<file path="src/rtl/fixed_point_pkg.sv">
// Shared fixed-point definitions: saturation limits and the iterative
// FSM state encoding used by both the sequential multiplier and divider.
package fixed_point_pkg;

    localparam int FX_MAX_WIDTH = 64;

    typedef enum logic [1:0] {
        IDLE  = 2'd0,
        RUN   = 2'd1,
        FINAL = 2'd2
    } fx_state_t;

    // Largest positive value of a width-bit two's complement number.
    function automatic logic [FX_MAX_WIDTH-1:0] fx_max(input int width);
        return (FX_MAX_WIDTH'(1) << (width - 1)) - FX_MAX_WIDTH'(1);
    endfunction

    // Bit pattern of the most negative width-bit value (low width bits only).
    function automatic logic [FX_MAX_WIDTH-1:0] fx_min(input int width);
        return FX_MAX_WIDTH'(1) << (width - 1);
    endfunction

endpackage

</file>
<file path="src/rtl/fixed_point_saturate.sv">
// Converts an unsigned magnitude plus sign into a saturated signed result.
// Shared by the FINAL stage of the sequential multiplier and divider.
module fixed_point_saturate
    import fixed_point_pkg::*;
#(
    parameter int WIDTH = 32,
    parameter int MAG_W = 64
) (
    input  logic [MAG_W-1:0] mag,
    input  logic             sign,
    output logic [WIDTH-1:0] result,
    output logic             overflow
);

    localparam logic [WIDTH-1:0] MAX_VAL = WIDTH'(fx_max(WIDTH));
    localparam logic [WIDTH-1:0] MIN_VAL = WIDTH'(fx_min(WIDTH));

    logic pos_big;
    logic neg_big;

    // Positive limit is 2^(W-1)-1; negative limit allows exactly 2^(W-1).
    assign pos_big = |(mag >> (WIDTH - 1));
    assign neg_big = (|(mag >> WIDTH)) || (mag[WIDTH-1] && (|mag[WIDTH-2:0]));

    always_comb begin
        result   = '0;
        overflow = 1'b0;
        if (!sign) begin
            if (pos_big) begin
                result   = MAX_VAL;
                overflow = 1'b1;
            end else begin
                result = mag[WIDTH-1:0];
            end
        end else begin
            if (neg_big) begin
                result   = MIN_VAL;
                overflow = 1'b1;
            end else begin
                result = -mag[WIDTH-1:0];
            end
        end
    end

endmodule

</file>
<file path="src/rtl/fixed_point_mul_seq.sv">
// Iterative signed fixed-point multiplier: one shift-and-add step per clock,
// magnitude truncated toward zero and saturated to WIDTH bits.
module fixed_point_mul_seq
    import fixed_point_pkg::*;
#(
    parameter int WIDTH     = 32,
    parameter int FRAC_BITS = 14
) (
    input  logic             clk_in,
    input  logic             rst_in,
    input  logic             valid_in,
    input  logic [WIDTH-1:0] A,
    input  logic [WIDTH-1:0] B,
    output logic             busy,
    output logic             done,
    output logic             valid_out,
    output logic             overflow,
    output logic [WIDTH-1:0] P
);

    // Handshake: valid_in is accepted on any edge where busy is low (IDLE);
    // while busy it is ignored. valid_out/done pulse for one cycle with P and
    // overflow, and the block is already IDLE in that cycle, so a request
    // presented alongside valid_out starts the next operation immediately.

    localparam int CW = $clog2(WIDTH + 1);
    localparam int AW = 2 * WIDTH;

    fx_state_t        state;
    fx_state_t        state_next;
    logic [AW-1:0]    mcand;
    logic [AW-1:0]    acc;
    logic [WIDTH-1:0] mplier;
    logic             sign;
    logic [CW-1:0]    count;
    logic [WIDTH-1:0] abs_a;
    logic [WIDTH-1:0] abs_b;
    logic [AW-1:0]    mag;
    logic [WIDTH-1:0] sat_p;
    logic             sat_ovf;
    logic             last_iter;

    // -(-2^(W-1)) wraps to 2^(W-1), which is the correct unsigned magnitude.
    assign abs_a     = A[WIDTH-1] ? -A : A;
    assign abs_b     = B[WIDTH-1] ? -B : B;
    assign last_iter = (count == CW'(WIDTH - 1));
    assign mag       = acc >> FRAC_BITS;
    assign busy      = (state != IDLE);

    fixed_point_saturate #(
        .WIDTH (WIDTH),
        .MAG_W (AW)
    ) u_saturate (
        .mag      (mag),
        .sign     (sign),
        .result   (sat_p),
        .overflow (sat_ovf)
    );

    always_ff @(posedge clk_in) begin
        if (rst_in) state <= IDLE;
        else        state <= state_next;
    end

    always_comb begin
        state_next = state;
        case (state)
            IDLE:    if (valid_in) state_next = RUN;
            RUN:     if (last_iter) state_next = FINAL;
            FINAL:   state_next = IDLE;
            default: state_next = IDLE;
        endcase
    end

    always_ff @(posedge clk_in) begin
        if (rst_in) begin
            mcand     <= '0;
            acc       <= '0;
            mplier    <= '0;
            sign      <= 1'b0;
            count     <= '0;
            P         <= '0;
            overflow  <= 1'b0;
            valid_out <= 1'b0;
            done      <= 1'b0;
        end else begin
            valid_out <= 1'b0;
            done      <= 1'b0;
            overflow  <= 1'b0;
            case (state)
                IDLE: begin
                    if (valid_in) begin
                        mcand  <= {{WIDTH{1'b0}}, abs_a};
                        mplier <= abs_b;
                        sign   <= A[WIDTH-1] ^ B[WIDTH-1];
                        acc    <= '0;
                        count  <= '0;
                    end
                end
                RUN: begin
                    if (mplier[0]) acc <= acc + mcand;
                    mcand  <= mcand << 1;
                    mplier <= mplier >> 1;
                    count  <= count + CW'(1);
                end
                FINAL: begin
                    P         <= sat_p;
                    overflow  <= sat_ovf;
                    valid_out <= 1'b1;
                    done      <= 1'b1;
                end
                default: ;
            endcase
        end
    end

endmodule
</file>
<file path="config.mk">
export PLATFORM = sky130hd
export DESIGN_NAME = fixed_point_mul_seq
export DESIGN_NICKNAME = d
export VERILOG_FILES = /design/src/rtl/fixed_point_pkg.sv /design/src/rtl/fixed_point_saturate.sv /design/src/rtl/fixed_point_mul_seq.sv
export SDC_FILE = /design/constraint.sdc
export NUM_CORES = 1
export LEC_CHECK = 0
export ABC_CLOCK_PERIOD_IN_PS = 3650
export BUFFER_PORTS_ARGS = -buffer_cell sky130_fd_sc_hd__buf_4
export CORE_MARGIN = 2
export CORE_UTILIZATION = 55
export CTS_BUF_LIST = sky130_fd_sc_hd__clkbuf_4
export CTS_CLUSTER_DIAMETER = 50
export DETAILED_ROUTE_END_ITERATION = 6
export PLACE_DENSITY = 0.74
export SLEW_MARGIN = 5
export SYNTH_ARGS = -nofsm -noshare
export SYNTH_HDL_FRONTEND = slang
export SYNTH_SLANG_ARGS = --single-unit
export TNS_END_PERCENT = 1
</file>
<file path="constraint.sdc">
create_clock -name clk_in -period 3.65 [get_ports clk_in]
set_clock_uncertainty 0.1 [all_clocks]
set_input_delay 0.1825 -clock clk_in [delete_from_list [all_inputs] [get_ports clk_in]]
set_output_delay 0.1825 -clock clk_in [all_outputs]
set_load 0.05 [all_outputs]
</file>
Yosys cells after proc, flatten, opt, wreduce, memory -nomap -nowiden. Cells that the tools add are included. Widths: inputs -> output; s select.

Add/subtract/negate cells: 5. Reductions and logical operators: 13. Eq/ne operators: 6. Muxes and demuxes: 21. Bitwise gates (word level): 2.

Operators by type and width (count): $pmux 64 s2 (2); $mux 32 (6); $mux 64 (3); $neg 32->32 (3); $add 64x64->64 (1); $pmux 32 s2 (1); $reduce_or 31->1 (1); $reduce_or 19->1 (1); $reduce_or 18->1 (1); $pmux 6 s2 (1); $add 6x1->6 const B (1); $eq 6x5->1 const B (1); $mux 6 (1); $ne 2x2->1 const B (3); $reduce_and 2->1 (3); $mux 1 (4); $mux 2 (2); $pmux 2 s2 (1); $reduce_bool 2->1 (2); $reduce_and 3->1 (1); $eq 2x1->1 const B (1); $eq 2x2->1 const B (1); $logic_not 2->1 (1); $reduce_or 2->1 (1); 4 further kinds (4).

Bits of input ports: 67. Word-level logic and storage cells: 56. Register bits: 203. Output and inout bits: 36.

Depth between registers and ports, before layout. Gate-level depths: netlist of the first run.

Word-level depth: 5. Gate-level depth with buffers: 14. Depth with buffers taken out: 13.

Hierarchy. From an unflattened synthesis of the first run, not the netlist that was laid out.

Cells, all modules: 1788. Area, all modules: 13436.6 um^2.

Modules (own cells, without submodules): fixed_point_mul_seq (area an instance 12221.7 um^2, seq. area each 4063.9 um^2, times used 1, cells each 1584); fixed_point_saturate (area an instance 1214.9 um^2, seq. area each 0.0 um^2, times used 1, cells each 204).

Worst setup path before layout of the first run. Ideal clock, no wire load.

Kind: reg-to-reg. Start point: register mcand[0]. End point: register acc[56]. Cell stages (with the launch flop): 14. Period minus slack after synthesis: 3.198 ns. Library setup time: 0.126 ns. Slack: 0.452 ns. Buffers on the path: 0. Data arrival time: 2.972 ns. Required time: 3.424 ns. Path through: dfxtp_1 -> ha_1 -> inv_1 -> fa_1 -> nor2b_1 -> o2111ai_1 -> a21oi_1 -> nor2_1 -> o311ai_1 -> a211o_1 -> a41oi_1 -> o41ai_1 -> xnor2_1 -> o21ai_1.

Cells in the longest elaborated chain, start to end: 3.

Ends and longest elaborated chain: start, declared (line fixed_point_mul_seq.sv:31) `logic [AW-1:0] mcand;`; start signal, assigned (line fixed_point_mul_seq.sv:93) `mcand <= {{WIDTH{1'b0}}, abs_a};`; start signal, assigned (line fixed_point_mul_seq.sv:102) `mcand <= mcand << 1;`; $add 64x64->64 (line fixed_point_mul_seq.sv:101) `if (mplier[0]) acc <= acc + mcand;`; $mux 64 (line fixed_point_mul_seq.sv:101); $pmux 64 s2 (line fixed_point_mul_seq.sv:90) `case (state)`; end signal, assigned (line fixed_point_mul_seq.sv:101); end, declared (line fixed_point_mul_seq.sv:32) `logic [AW-1:0] acc;`.

No other way between the ends. The select of a mux whose other input is x is not followed. A chain may end at the register's enable or synchronous reset.

Worst setup path in the final report of the first run.
Start point: input port B[4]. End point: register mplier[24].

Cells in the longest elaborated chain, start to end: 4.

Ends and longest elaborated chain: start, declared (line fixed_point_mul_seq.sv:13) `input logic [WIDTH-1:0] B,`; $neg 32->32 (line fixed_point_mul_seq.sv:45) `assign abs_b = B[WIDTH-1] ? -B : B;`; $mux 32 (line fixed_point_mul_seq.sv:45); $mux 32 (line fixed_point_mul_seq.sv:92) `if (valid_in) begin`; $pmux 32 s2 (line fixed_point_mul_seq.sv:90); end signal, assigned (line fixed_point_mul_seq.sv:94) `mplier <= abs_b;`; end signal, assigned (line fixed_point_mul_seq.sv:103) `mplier <= mplier >> 1;`; end, declared (line fixed_point_mul_seq.sv:33) `logic [WIDTH-1:0] mplier;`.

No other way between the ends. The select of a mux whose other input is x is not followed.

==> results of run 1 <==
Yosys cell counts, types with 13 or more instances:
master    instances  area share, %
a311oi_1         13           0.87
nor3_1           22           0.84
or3_1            19           0.91
inv_1            42            1.2
a21o_1           37            2.1
a31oi_1          20           0.96
nor2b_1          13           0.62
or4_1            15           0.86
a22oi_1          65            3.7
o21ai_1          26           0.99
nand2_1         211            6.1
ha_1             67            6.4
dfxtp_1         203             31
nor2_1          166            4.8
clkbuf_1         97            2.8
xor2_1           38            2.5
o31ai_1          16           0.92
xnor2_1          81            5.4
nand3_1          55            2.1
a21oi_1         192            7.3
o21ai_0          92            3.5
nor4_1           17           0.81
a221oi_1         23            1.5
nand4_1          22            1.1
cell families after synthesis:
group	synth area share (%)
and+or+nand+nor	21.2
AOI/OAI and AO/OA	28.5
DFF	31.1
buffers and inverters	4.56
xor gates and xnor gates	7.97
adders and majority gates	6.56
muxes	0.153
final timing paths:
check	slack, ns	from	to
worst min-delay path	0.1	A[31]	mcand[6]$_SDFFE_PP0P_
worst max-delay path	-0.002	B[4]	mplier[24]$_SDFFE_PP0P_
worst max register to register	0.12	mcand[0]$_SDFFE_PP0P_	acc[56]$_SDFFE_PP0P_
worst min register to register	0.34	P[21]$_SDFFE_PP0P_	P[21]$_SDFFE_PP0P_
flip-flops by register name, indices dropped and copies added (netlist names):
| signal | count |
|---|---|
| mplier | 32 |
| sign | 1 |
| state | 2 |
| overflow | 1 |
| P | 32 |
| valid_out | 1 |
| mcand | 64 |
| acc | 64 |
| count | 6 |
metal layers:
metal | vias up | track usage, %
li1 | 6708 | -
met1 | 6367 | 39.9
met2 | 491 | 53.3
met3 | 92 | 4.90
met4 | 0 | 12.1
met5 | - | 0
worst min-delay path, stage by stage:
cell and delay [ns]:
buf_4 0.23, nand2_1 0.11, xor2_1 0.06, nor2_1 0.10, a221oi_1 0.06, nor2_1 0.08
what timing repair did:
| item | CTS | global route |
|---|---|---|
| resized for setup | 0 | 24 |
| hold buffers | 119 | 0 |
| endpoints found under the hold margin | 95 | 0 |
| setup endpoints to repair | 0 | 35 |
through the flow:
step	util (%)	setup TNS [ns]	area, um2	hold slack, ns	std cells
6_report	68.7	-0.00210	16100	0.0958	2276
5_1_grt	68.7	-0.259	16100	0.0935	2276
4_1_cts	68.1	0	15900	0.0369	2274
3_5_place_dp	60.3	0	14100	0.334	2065
3_3_place_gp	60.3	0	14100	0.331	2065
2_1_floorplan	-	0	13100	0.219	1722
final cells by class:
| cell class | count | area, um2 |
|---|---|---|
| Inverter | 42 | 158 |
| Sequential cell | 203 | 4060 |
| Tap cell | 319 | 399 |
| Fill cell | 1947 | 7330 |
| Multi-Input combinational cell | 1363 | 8570 |
| Clock buffer | 79 | 593 |
| Clock inverter | 11 | 45.0 |
| Timing Repair Buffer | 257 | 2240 |
| Antenna cell | 2 | 5.00 |
where the power goes:
| group | switching [uW] | internal (uW) | total [uW] |
|---|---|---|---|
| Clock | 948 | 978 | 1930 |
| Combinational | 473 | 378 | 851 |
| Sequential | 51.5 | 2280 | 2330 |
==> results_dict.tcl, run 1 <==
set metrics [dict create \
    outcome "finished with violations" \
    violations "setup timing" \
    clk_latency_ns 0.70 \
    critPathLaunchType "input pin" \
    setup_violations 1 \
    area_growth_pct 22.9 \
    grt_pass1_wl_um 63900 \
    cts_buffers 54 \
    critPathKind "input pin to flip-flop" \
    ios 103 \
    drc_errors 0 \
    post-route-period-util_pct 100 \
    synth-edff-count 0 \
    dieArea_mm2 0.0250 \
    worst_r2r_path_depth 14 \
    final_common_cell "nand2_1" \
    ys_seq_area_share_pct 31.1 \
    drive_gt1_share_pct 13.6 \
    final_cell_mix "nand2_1, dfxtp_1, a21oi_1, nor2_1, buf_4" \
    ctsHtreeMaxLevel 2 \
    tightest_slew_ns 1.13 \
    crit_required_ns 4.13 \
    dr_wl_met2_um 18700 \
    num_vias 13700 \
    ys_seq_elements 203 \
    hp-class "input pin to flip-flop" \
    port_buffers 102 \
    crit_chain "dlygate4sd3_1 -> buf_4 -> nor4_2 -> nand2_1 -> or4_4 -> or3_4 -> or3_4 -> or3_4 -> o21ai_1 -> xnor2_1 -> dlygate4sd3_1 -> nand2_1 -> a21oi_1" \
    finalWorstSetupSlack_ns -0.00210 \
    dpl_worst_slack_ns 0.0388 \
    grt_max_degree 76 \
    met1_length_um 17400 \
    syn_avg_cell_area_um2 7.59 \
    place_congestion 0.934 \
    cpPeakStageDelay_ns 0.57 \
    worstPathArrival_ns 4.13 \
    min_path_cells 6 \
    start_util_pct 55.9 \
    finalHoldViolCount 0 \
    crit_cells 13 \
    drtIter0Drc 960 \
    die_w_um 158 \
    max-clock-path-buffers 3 \
    total_power_uw 5110 \
    wl_um 39600 \
    dp_hpwl_um 26500 \
    met3WireLength_um 2290 \
    ant_nets 0 \
    synth_area_mm2 0.0131 \
    cp_num_buf_inv 3 \
    die_h_um 158 \
    synthDistinctLibCells 74 \
    synth_cells 1722 \
    async_reset_ff_share_pct 0 \
    slew_headroom_pct 24.8 \
    crit_top_cell "or3_4" \
    slew_violations 0 \
    final_net_count 2056 \
    grt_overflow_total 0 \
    core_area_mm2 0.0234 \
    fmax_mhz 274 \
    postCtsSetupRepairBufs 0 \
    cellPowerDensity_mw_per_mm2 318 \
    path_delay_family "simple AND/OR/NAND/NOR gates" \
    antenna_found_initial 2 \
    fin_crit_ns 3.65 \
    viasPerCell 6.00 \
    root_buffer "clkbuf_4" \
    grtUsageTotal_pct 31.3 \
    placementRows 56 \
    ys.flop_type "dfxtp_1" \
    routedWlPerCell_um 17.4 \
    p_leak_uw 0.00647 \
    grt_pass1_vias 13000 \
    clock-sinks 203 \
    crit_slowest_cell "dlygate4sd3_1" \
    cap_violations 0 \
    highest_layer "met4" \
    rsz0062_at_grt "yes" \
    path_max_fanout 4 \
    path_clk_slew_ns 0.07 \
    crit_path_end_kind "flip-flop" \
    synth_fp_nets 1857 \
    synth_warnings 0 \
    firstDrtPassIters 7 \
    cts_tree "done" \
    vdd_drop_max_v 0.000243 \
]
No activity file was read; power rests on OpenSTA's default activity.
==> run 2, diff against run 1 <==
- CORE_MARGIN: 2 -> default
==> results_dict.tcl, run 2 (synthesis gave the netlist of run 1 again) <==
set metrics [dict create \
    outcome "finished with violations" \
    violations "DRC, setup timing" \
    root_buffer "clkbuf_4" \
    finalHoldViolCount 0 \
    grt_pass1_vias 13000 \
    placed_cells 2063 \
    fmax_mhz 273 \
    rrSetupSlack_ns 0.23 \
    min_from "valid_in" \
    power_frac_seq_pct 44.6 \
    die_w_um 156 \
    crit_required_ns 4.17 \
    final_common_cell "nand2_1" \
    netSwitchingFraction_pct 28.0 \
    p_leak_uw 0.00647 \
    rsz0062_at_grt "yes" \
    worst_r2r_path_depth 11 \
    drc_errors 1 \
    finalWorstSetupSlack_ns -0.0111 \
    final_net_count 2054 \
    firstDrtPassIters 7 \
    min_path_cells 4 \
    tns_ns -0.0149 \
    area_growth_pct 23.2 \
    fin_area_mm2 0.0161 \
    clk_latency_ns 0.69 \
    hold-path-endpoint "mcand[26]$_SDFFE_PP0P_" \
    crit_path_end_kind "flip-flop" \
    grt_max_degree 104 \
    cap_violations 0 \
    tightest_slew_ns 1.13 \
    ant_nets 0 \
    path_delay_family "simple AND/OR/NAND/NOR gates" \
    drtIter0Drc 980 \
    max-clock-path-buffers 3 \
    setup_violations 2 \
    post-route-period-util_pct 100 \
    reg2reg_to "acc[63]$_SDFFE_PP0P_" \
    drive_gt1_share_pct 13.6 \
    ios 103 \
    internal_power_uw 3760 \
    grt_overflow_total 0 \
    n_fill_cell 1985 \
    p_sw_uw 1470 \
    reg_top3 "acc: 64 flops, mcand: 64 flops" \
    num_vias 13800 \
    crit_chain "dlygate4sd3_1 -> buf_4 -> nor4_4 -> nand2_2 -> or4_4 -> or3_4 -> or3_4 -> or3_4 -> o31ai_2 -> xnor2_1 -> dlygate4sd3_1 -> nand2_1 -> a21oi_1" \
    final-seq-area_mm2 0.00406 \
    clock-sinks 203 \
    dieArea_mm2 0.0244 \
    cts_buffers 54 \
    cpPeakStageDelay_ns 0.57 \
    core_area_mm2 0.0234 \
    cellPowerDensity_mw_per_mm2 324 \
    wl_um 39400 \
    clockPowerShare_pct 39.1 \
    critPathKind "input pin to flip-flop" \
    routedWlPerCell_um 17.3 \
    cp_num_buf_inv 3 \
    crit_top_cell "or3_4" \
    antenna_found_initial 4 \
    multiInputGateArea_mm2 0.00856 \
    dpl_worst_slack_ns 0.0712 \
    r2r_start "acc[14]$_SDFFE_PP0P_" \
    crit_slowest_cell "dlygate4sd3_1" \
    grt_pass1_wl_um 64000 \
    fin_crit_ns 3.66 \
    hp-class "input pin to flip-flop" \
    stdcell_count 2274 \
    place_area_mm2 0.0141 \
    start_util_pct 55.9 \
    power_frac_comb_pct 16.3 \
    slew_violations 0 \
    final_cell_mix "nand2_1, dfxtp_1, a21oi_1, nor2_1, buf_4" \
    worstPathArrival_ns 4.18 \
    path_clk_slew_ns 0.07 \
    placementRows 56 \
    dp_hpwl_um 26200 \
    viasPerCell 6.05 \
    ctsHtreeMaxLevel 2 \
    slew_headroom_pct 24.4 \
    grtUsageTotal_pct 32.1 \
    cts_tree "done" \
    total_power_uw 5220 \
    port_buffers 102 \
    vdd_drop_max_v 0.000257 \
    place_congestion 0.965 \
    die_h_um 156 \
    path_max_fanout 4 \
    critPathLaunchType "input pin" \
]
-- run 2: how the worst max path moves through the flow --
stage | start | end | slack, ns | cells after the start
final | B[5] | mplier[28]$_SDFFE_PP0P_ | -0.01 | 13
after CTS | A[5] | mcand[25]$_SDFFE_PP0P_ | 0.003 | 13
after detailed placement | mcand[0]$_SDFFE_PP0P_ | acc[60]$_SDFFE_PP0P_ | 0.07 | 14
after global routing | B[5] | mplier[28]$_SDFFE_PP0P_ | -0.11 | 13
after global placement | mcand[0]$_SDFFE_PP0P_ | acc[56]$_SDFFE_PP0P_ | 0.18 | 14
after floorplan | mcand[0]$_SDFFE_PP0P_ | acc[56]$_SDFFE_PP0P_ | 0.45 | 13
-- run 2: area by class of cell --
type	count	share of cell area (%)
well taps	319	2.48
clock inverters	10	0.583
flip-flops and latches	203	25.2
diodes	4	0.0622
repair buffers	255	13.9
clock buffers	78	3.64
multi-input cells	1363	53.1
inverters	42	0.979
-- run 2: stage by stage --
| step | utilization [%] | hold WS (ns) |
|---|---|---|
| floorplan | - | 0.219 |
| global placement | 60.3 | 0.330 |
| detailed placement | 60.3 | 0.334 |
| CTS | 68.3 | 0.0148 |
| global route | 68.8 | 0.0580 |
| finish | 68.8 | 0.0853 |
-- run 2: power groups by stage --
stage	Clock [uW]	Sequential (uW)	Combinational [uW]
global route	2220	2330	922
detailed placement	0	2370	668
global placement	0	2370	656
floorplan	0	2360	459
CTS	2090	2330	809
finish	2040	2330	850
-- run 2: metal layers --
metal / GRT usage [%] / part of all wire, % / wire [um]
met1: 40.4 / 43 / 17100
met2: 54.7 / 47 / 18700
met3: 5.06 / 5.8 / 2270
met4: 13.1 / 3.6 / 1410
met5: 0 / 0 / 0
-- run 2: tightest hold or removal path, cell delays in order --
cell	delay (ns)
buf_4	0.12
and2_2	0.34
nand2_1	0.12
a21oi_1	0.05
-- run 2: timing repair --
item | in CTS | in global routing
hold buffers | 119 | 0
setup endpoints to repair | 0 | 40
hold endpoints to repair | 96 | 0
buffers inserted | 0 | 0
resized for setup | 0 | 22
